--- src/rtl/memory_access_stage.sv ---
// MEM pipeline stage: issues aligned loads/stores to the data cache, formats load and
// store data, and registers the write-back stage inputs. Stalls upstream while busy.
module memory_access_stage #(
  parameter int ADDRESS_WIDTH    = 32,
  parameter int DATA_WIDTH       = 32,
  parameter int REG_ADD_WIDTH    = 5,
  parameter int D_CACHE_LW_WIDTH = 3,
  parameter int D_CACHE_SW_WIDTH = 2
) (
  input  logic                          CLK,
  input  logic                          RST_N,
  input  logic [REG_ADD_WIDTH-1:0]      RD_ADDRESS_IN,
  input  logic [ADDRESS_WIDTH-1:0]      ALU_IN,
  input  logic [D_CACHE_LW_WIDTH-1:0]   DATA_CACHE_LOAD_IN,
  input  logic [D_CACHE_SW_WIDTH-1:0]   DATA_CACHE_STORE_IN,
  input  logic [DATA_WIDTH-1:0]         DATA_CACHE_STORE_DATA_IN,
  input  logic                          WRITE_BACK_MUX_SELECT_IN,
  input  logic                          RD_WRITE_ENABLE_IN,
  output logic                          STALL_PIPELINE,
  output logic                          DCACHE_REQ_VALID,
  input  logic                          DCACHE_REQ_READY,
  output logic [ADDRESS_WIDTH-1:0]      DCACHE_ADDR,
  output logic                          DCACHE_WE,
  output logic [DATA_WIDTH/8-1:0]       DCACHE_BYTE_EN,
  output logic [DATA_WIDTH-1:0]         DCACHE_WDATA,
  input  logic                          DCACHE_RVALID,
  input  logic [DATA_WIDTH-1:0]         DCACHE_RDATA,
  output logic [REG_ADD_WIDTH-1:0]      RD_ADDRESS_OUT,
  output logic [DATA_WIDTH-1:0]         WB_DATA_OUT,
  output logic                          RD_WRITE_ENABLE_OUT,
  output logic                          MISALIGN_FAULT,
  output logic [1:0]                    FSM_STATE_DBG
);
  // Handshake: DCACHE_REQ_VALID rises with ADDR/WE/BYTE_EN/WDATA, all held stable until a
  // rising edge sees VALID&READY; a load then waits for one single-cycle DCACHE_RVALID.
  typedef enum logic [1:0] {ST_IDLE = 2'd0, ST_REQ = 2'd1, ST_WAIT = 2'd2} state_t;

  localparam logic [D_CACHE_LW_WIDTH-1:0] LD_LW  = D_CACHE_LW_WIDTH'(1);
  localparam logic [D_CACHE_LW_WIDTH-1:0] LD_LH  = D_CACHE_LW_WIDTH'(2);
  localparam logic [D_CACHE_LW_WIDTH-1:0] LD_LHU = D_CACHE_LW_WIDTH'(3);
  localparam logic [D_CACHE_LW_WIDTH-1:0] LD_LB  = D_CACHE_LW_WIDTH'(4);
  localparam logic [D_CACHE_LW_WIDTH-1:0] LD_LBU = D_CACHE_LW_WIDTH'(5);
  localparam logic [D_CACHE_SW_WIDTH-1:0] SW_NONE = D_CACHE_SW_WIDTH'(0);
  localparam logic [D_CACHE_SW_WIDTH-1:0] SW_SW   = D_CACHE_SW_WIDTH'(1);
  localparam logic [D_CACHE_SW_WIDTH-1:0] SW_SH   = D_CACHE_SW_WIDTH'(2);

  state_t                        state;
  logic [D_CACHE_LW_WIDTH-1:0]   lat_load;
  logic                          lat_is_store;
  logic [1:0]                    lat_offset;
  logic [REG_ADD_WIDTH-1:0]      lat_rd;
  logic                          lat_we;
  logic                          lat_wb_sel;
  logic [DATA_WIDTH-1:0]         lat_alu;

  logic                          load_valid;
  logic                          store_valid;
  logic                          misalign;
  logic                          issue;
  logic [DATA_WIDTH/8-1:0]       st_be;
  logic [DATA_WIDTH-1:0]         st_wdata;
  logic [7:0]                    ld_byte;
  logic [15:0]                   ld_half;
  logic [DATA_WIDTH-1:0]         ld_fmt;

  // Decode: a valid load code wins over any store code on the same op.
  always_comb begin
    load_valid = 1'b0;
    case (DATA_CACHE_LOAD_IN)
      LD_LW, LD_LH, LD_LHU, LD_LB, LD_LBU: load_valid = 1'b1;
      default: load_valid = 1'b0;
    endcase
    store_valid = !load_valid && (DATA_CACHE_STORE_IN != SW_NONE);
    misalign = 1'b0;
    if (load_valid) begin
      if (DATA_CACHE_LOAD_IN == LD_LW) misalign = (ALU_IN[1:0] != 2'b00);
      else if (DATA_CACHE_LOAD_IN == LD_LH || DATA_CACHE_LOAD_IN == LD_LHU) misalign = ALU_IN[0];
    end else if (store_valid) begin
      if (DATA_CACHE_STORE_IN == SW_SW) misalign = (ALU_IN[1:0] != 2'b00);
      else if (DATA_CACHE_STORE_IN == SW_SH) misalign = ALU_IN[0];
    end
    issue = (load_valid || store_valid) && !misalign;
  end

  always_comb begin
    st_be    = '0;
    st_wdata = '0;
    case (DATA_CACHE_STORE_IN)
      SW_SW: begin
        st_be    = '1;
        st_wdata = DATA_CACHE_STORE_DATA_IN;
      end
      SW_SH: begin
        st_be    = 4'b0011 << {ALU_IN[1], 1'b0};
        st_wdata = {2{DATA_CACHE_STORE_DATA_IN[15:0]}};
      end
      default: begin
        st_be    = 4'b0001 << ALU_IN[1:0];
        st_wdata = {4{DATA_CACHE_STORE_DATA_IN[7:0]}};
      end
    endcase
  end

  always_comb begin
    case (lat_offset)
      2'd0:    ld_byte = DCACHE_RDATA[7:0];
      2'd1:    ld_byte = DCACHE_RDATA[15:8];
      2'd2:    ld_byte = DCACHE_RDATA[23:16];
      default: ld_byte = DCACHE_RDATA[31:24];
    endcase
    ld_half = lat_offset[1] ? DCACHE_RDATA[31:16] : DCACHE_RDATA[15:0];
    case (lat_load)
      LD_LH:   ld_fmt = {{16{ld_half[15]}}, ld_half};
      LD_LHU:  ld_fmt = {16'h0000, ld_half};
      LD_LB:   ld_fmt = {{24{ld_byte[7]}}, ld_byte};
      LD_LBU:  ld_fmt = {24'h000000, ld_byte};
      default: ld_fmt = DCACHE_RDATA;
    endcase
  end

  // Low in the completion cycle so EX advances on the same edge the WB regs update.
  always_comb begin
    case (state)
      ST_IDLE: STALL_PIPELINE = issue;
      ST_REQ:  STALL_PIPELINE = !(DCACHE_REQ_READY && lat_is_store);
      ST_WAIT: STALL_PIPELINE = !DCACHE_RVALID;
      default: STALL_PIPELINE = 1'b0;
    endcase
  end

  assign FSM_STATE_DBG = state;

  always_ff @(posedge CLK or negedge RST_N) begin
    if (!RST_N) begin
      state               <= ST_IDLE;
      lat_load            <= '0;
      lat_is_store        <= 1'b0;
      lat_offset          <= '0;
      lat_rd              <= '0;
      lat_we              <= 1'b0;
      lat_wb_sel          <= 1'b0;
      lat_alu             <= '0;
      DCACHE_REQ_VALID    <= 1'b0;
      DCACHE_ADDR         <= '0;
      DCACHE_WE           <= 1'b0;
      DCACHE_BYTE_EN      <= '0;
      DCACHE_WDATA        <= '0;
      RD_ADDRESS_OUT      <= '0;
      WB_DATA_OUT         <= '0;
      RD_WRITE_ENABLE_OUT <= 1'b0;
      MISALIGN_FAULT      <= 1'b0;
    end else begin
      MISALIGN_FAULT <= 1'b0;
      case (state)
        ST_IDLE: begin
          if (issue) begin
            state               <= ST_REQ;
            lat_load            <= load_valid ? DATA_CACHE_LOAD_IN : '0;
            lat_is_store        <= store_valid;
            lat_offset          <= ALU_IN[1:0];
            lat_rd              <= RD_ADDRESS_IN;
            lat_we              <= RD_WRITE_ENABLE_IN;
            lat_wb_sel          <= WRITE_BACK_MUX_SELECT_IN;
            lat_alu             <= ALU_IN;
            DCACHE_REQ_VALID    <= 1'b1;
            DCACHE_ADDR         <= {ALU_IN[ADDRESS_WIDTH-1:2], 2'b00};
            DCACHE_WE           <= store_valid;
            DCACHE_BYTE_EN      <= store_valid ? st_be : '0;
            DCACHE_WDATA        <= store_valid ? st_wdata : '0;
            RD_WRITE_ENABLE_OUT <= 1'b0;
          end else begin
            RD_ADDRESS_OUT      <= RD_ADDRESS_IN;
            WB_DATA_OUT         <= ALU_IN;
            RD_WRITE_ENABLE_OUT <= RD_WRITE_ENABLE_IN && !misalign;
            MISALIGN_FAULT      <= misalign;
          end
        end
        ST_REQ: begin
          RD_WRITE_ENABLE_OUT <= 1'b0;
          if (DCACHE_REQ_READY) begin
            DCACHE_REQ_VALID <= 1'b0;
            state            <= lat_is_store ? ST_IDLE : ST_WAIT;
          end
        end
        ST_WAIT: begin
          if (DCACHE_RVALID) begin
            state               <= ST_IDLE;
            RD_ADDRESS_OUT      <= lat_rd;
            WB_DATA_OUT         <= lat_wb_sel ? ld_fmt : lat_alu;
            RD_WRITE_ENABLE_OUT <= lat_we;
          end else begin
            RD_WRITE_ENABLE_OUT <= 1'b0;
          end
        end
        default: state <= ST_IDLE;
      endcase
    end
  end
endmodule

--- config.mk ---
export PLATFORM = sky130hd
export DESIGN_NAME = memory_access_stage
export DESIGN_NICKNAME = d
export VERILOG_FILES = /design/src/rtl/memory_access_stage.sv
export SDC_FILE = /design/constraint.sdc
export NUM_CORES = 1
export LEC_CHECK = 0
export BUFFER_PORTS_ARGS = -buffer_cell sky130_fd_sc_hd__buf_2
export CORE_ASPECT_RATIO = 1.2
export CORE_UTILIZATION = 51
export DETAILED_ROUTE_END_ITERATION = 7
export GPL_TIMING_DRIVEN = 0
export HOLD_SLACK_MARGIN = 0.03
export PLACE_DENSITY_LB_ADDON = 0.1
export SKIP_LAST_GASP = 1
export SYNTH_ARGS = -nofsm -noshare
export SYNTH_HDL_FRONTEND = slang
export SYNTH_SLANG_ARGS = --single-unit
export TNS_END_PERCENT = 50
--- constraint.sdc ---
create_clock -name CLK -period 2.66 [get_ports CLK]
set_input_delay 0.532 -clock CLK [delete_from_list [all_inputs] [get_ports CLK]]
set_output_delay 0.532 -clock CLK [all_outputs]
set_load 0.05 [all_outputs]
After elaboration in Yosys (flattened, before gate mapping)
Cells that the tools add are included.
W data, S select, Z words.

operators by class
  add/subtract/negate cells = 0
  multipliers = 0
  div/mod/pow operators = 0
  $lt $le $gt $ge = 0
  equal/unequal tests = 19
  shift operators = 2
  multiplexer cells = 36
  bitwise logic cells = 0
  reduce and logical (&&, ||, !) cells = 22

operator list
  operator              number
  $mux W32              4
  $pmux W32 S2          2
  $pmux W32 S4          1
  $pmux W8 S3           1
  $mux W16              1
  $mux W1               13
  $eq A3 B2 Y1 const B  4
  $eq A3 B3 Y1 const B  4
  $mux W5               2
  $pmux W5 S2           1
  $reduce_and A3 Y1     3
  $mux W2               4
  $ne A2 B2 Y1 const B  4
  $pmux W4 S2           1
  $reduce_bool A2 Y1    4
  $eq A2 B1 Y1 const B  3
  $eq A2 B2 Y1 const B  3
  $pmux W1 S3           2
  $pmux W2 S3           1
  $reduce_or A5 Y1      1
  $logic_and A1 B1 Y1   4
  $logic_not A1 Y1      4
  $logic_not A2 Y1      2
  $mux W4               1
  other kinds (8)       9

word-level totals
  bits in registers = 153
  latch bits = 0
  bits in writable memories = 0
  memory bits (read-only) = 0
  output and inout bits = 112
  logic and storage cells = 95
  memories = 0

Logic depth before layout (Yosys ltp)
  depth after elaboration = 11
  gate-level depth with buffers = 10
  gate-level depth less buffers = 7

Worst setup path after synthesis
No wires, ideal clock.

  path kind = in2out
  start = input DATA_CACHE_STORE_IN[1]
  end = output STALL_PIPELINE
  arrival = 2535 ps
  required time = 2128 ps
  path slack = -407 ps
  cell stages on the path = 8
  path buffers = 2
  path through = inv_1 > ha_1 > a21o_2 > o21ai_1 > o2111ai_4 > buf_4 > buf_2 > a21oi_1

on the way
  cells in the longest elaborated chain, start to end = 8

ends and longest elaborated chain
  what                     RTL line  source
  from (decl)              15        input logic [D_CACHE_SW_WIDTH-1:0] DATA_CACHE_STORE_IN,
  $eq A2 B2 Y1             80        else if (DATA_CACHE_STORE_IN == SW_SH) misalign = ALU_IN[0];
  $mux W1                  80
  $mux W1                  79        if (DATA_CACHE_STORE_IN == SW_SW) misalign = (ALU_IN[1:0] != 2'b00);
  $mux W1                  78        end else if (store_valid) begin
  $mux W1                  75        if (load_valid) begin
  $logic_not A1 Y1         82        issue = (load_valid || store_valid) && !misalign;
  $logic_and A1 B1 Y1 (*)  82
  $pmux W1 S3 (*)          123       case (state)
  to (decl)                19        output logic STALL_PIPELINE,

Mark *: on every way between the ends. The rest lies on a longest branch, timed or not.

Worst setup path after layout
Ends and elaborated chain as after synthesis.

==> impl_metrics.ini <==
[synthesis]
synth_compound_area_share_pct = 25.8
synth-async-reset-ratio_pct = 100
synth-edff-count = 0
synthCells = 743
synth_largest_area_cell = dfrtp_1
synthesis.area_um2 = 6620
ys.flop_type = dfrtp_1
yosysWarningCount = 0
synth.most_common_cell = nand2_1
ys_top_cells_by_count = nand2_1 (163), dfrtp_1 (121), o21ai_0 (92)
netlist.area_leader.share_pct = 45.8
synth_area_leaders = dfrtp_1 (46%), nand2_1 (9.2%), o21ai_0 (7.0%)
yosysSeqAreaShare_pct = 45.8
synthMuxAreaShare_pct = 3.95
syn_area_per_cell_um2 = 8.91
ys_ff_latch = 121
synth-simple-area-share_pct = 14.3
synth_fa_ha_area_share_pct = 1.32
synth_xor_area_share_pct = 0.132
synth_top_family_by_area = compound AO/OA/AOI/OAI gates
synth_cell_types = 56

[setup_path]
crit_family = compound AO/OA/AOI/OAI gates
reg2reg_slack_ps = 200
worstPathMaxFanout = 19
worst-path-stages = 9
worst_path_largest_cell_delay_ps = 260
setup.worst_path.start_class = input pin
path_buf_inv = 4
endpoint_kind = primary output
path_cells = buf_2, inv_1, ha_1, a21o_2, o21ai_2, o2111ai_4, buf_8, a21oi_4, buf_6
cp_data_arrival_time_ps = 2060
required_ps = 2130
r2r_start = FSM_STATE_DBG[0]$_DFFE_PN0P_
r2r_cells = 9
slowest_stage = o2111ai_4
timing.rr.end = WB_DATA_OUT[16]$_DFFE_PN0P_
critPathKind = in -> out

[floorplanning]
die_h_um = 127
io_pins = 224
die_w_um = 106
initial_core_util_pct = 52.2
core_area_um2 = 12700
rows = 45
die_area_um2 = 13400

[power_and_ir_drop]
worst_ir_drop_vdd_uv = 747
power.leakage_uw = 0.00433
power_density_nw_per_um2 = 1490

[route]
vias_per_cell = 5.68
vias = 6591
drc = 0
ant_nets = 0
dr.pass1.iters = 5
drt_wl_total_um = 21100
drtIter0Drc = 427
detail_route.wl_per_cell_um = 18.2

[timing]
rsz0062_at_grt = yes
worst_slew_pin_slew_ps = 1050
finalCritPeriodShare_pct = 97.6
period_minus_slack_ps = 2600
skew_ps = 6.21
slew_violations = 0
fmax_ghz = 0.385
setup_viol = 0
relSlewSlack_pct = 28.5
hold_viol = 0

[cells_and_area]
utilization_pct = 68.0
n_antenna_cell = 0
drive_gt1_share_pct = 34.0
nets = 1103
design_area_um2 = 8610
syn_to_final_growth_pct = 30.1

[placement]
placed_area_um2 = 7970
place_hpwl_um = 15700
port-buffer-count = 220
gp_congestion = 0.956

[clocking]
clkSinkCount = 121
clock_latency_ps = 420
hold_buffers = 0
cts_tree = built
cts_htree_levels = 4
cts_buffers = 17
clk_pin_slew_ps = 60
cts_root_buf = clkbuf_16
cts_max_path_buffers = 2

[run_status]
status = finished, final reports clean

[flow_run]
drv_cap = 0

[global_route]
antenna_found_initial = 0
grt_usage_pct = 32.4
grt_start_max_net_pins = 74
grt_remaining_overflow = 0
grt_pass1_vias = 6357
grt_pass1_wl_um = 33500

[min_path]
hp-class = in -> async
==> kinds of logic after synthesis <==
logic type / count (synthesis)
compound gates: 267
xor+xnor: 1
fa+ha+maj: 7
buf+inv: 101
flops: 121
mux: 24
other cells: 1
simple gates: 221
==> flip-flops by register name, indices dropped and copies added (netlist names) <==
signal / cells
DCACHE_BYTE_EN: 4
DCACHE_REQ_VALID: 1
DCACHE_WDATA: 32
RD_WRITE_ENABLE_OUT: 1
FSM_STATE_DBG: 2
lat_wb_sel: 1
MISALIGN_FAULT: 1
lat_rd: 5
RD_ADDRESS_OUT: 5
WB_DATA_OUT: 32
lat_alu: 31
lat_load: 3
lat_offset: 1
lat_we: 1
lat_is_store: 1
==> per-layer routing <==
| layer | track usage (%) | up-vias | routed length [um] |
|---|---|---|---|
| met5 | 0 | - | 0 |
| met4 | 15.9 | 0 | 790 |
| met3 | 7.91 | 48 | 1710 |
| met2 | 52.8 | 319 | 10200 |
| met1 | 40.1 | 3127 | 8420 |
| li1 | - | 3097 | - |
==> worst max path at each step <==
stage                                       startpoint                            to
after CTS                 FSM_STATE_DBG[0]$_DFFE_PN0P_                STALL_PIPELINE
after global routing            DATA_CACHE_STORE_IN[1]                STALL_PIPELINE
final                           DATA_CACHE_STORE_IN[1]                STALL_PIPELINE
after global placement                           RST_N  DCACHE_WDATA[22]$_DFFE_PN0P_
after floorplan                 DATA_CACHE_STORE_IN[1]                STALL_PIPELINE
after detailed placement        DATA_CACHE_STORE_IN[1]                STALL_PIPELINE
==> per-stage QoR <==
step                      setup WS, ps  cells  setup TNS (ps)  total power, uW  hold WS [ps]
after floorplan                   24.3    744               0             8590           236
after global placement            -541   1128          -63940            10300           458
after detailed placement          -330   1129            -330            10400           468
after CTS                         14.6   1160               0            12700          66.6
after global routing             -25.1   1161           -25.1            13500          89.4
final                             63.7   1161               0            12800          59.5
==> area by class of cell <==
type	count	area [um2]
Multi-Input combinational cell	522	3050
Timing Repair Buffer	223	1160
Buffer	83	520
Tap cell	164	205
Clock buffer	21	460
Sequential cell	121	3030
Clock inverter	11	120
Inverter	16	63.8
Fill cell	1132	4060
==> cells in the final DEF, fill, tap and decap left out, types with 6 or more instances in the layout <==
master,instances
a22o_1,8
nand2_1,163
clkbuf_16,17
clkbuf_1,18
inv_1,15
dfrtp_1,121
a32oi_1,7
buf_2,234
mux2_2,7
buf_6,6
buf_4,40
a21oi_1,41
o22ai_1,26
o31ai_1,25
o21ai_0,92
o22a_1,8
nor2_1,23
a22oi_1,22
a2111oi_0,6
ha_1,7
mux2i_1,16
nor2b_1,10
==> where the power goes <==
group,switching [uW],internal (uW)
Sequential,534,2670
Clock,874,1430
Combinational,5180,2100
==> repair_timing <==
action                     4_1_cts  5_1_grt
buffers inserted                 1        1
resized for setup                7        7
pin swaps                        0        1
setup endpoints to repair        1       11
No activity file was read; power rests on OpenSTA's default activity.
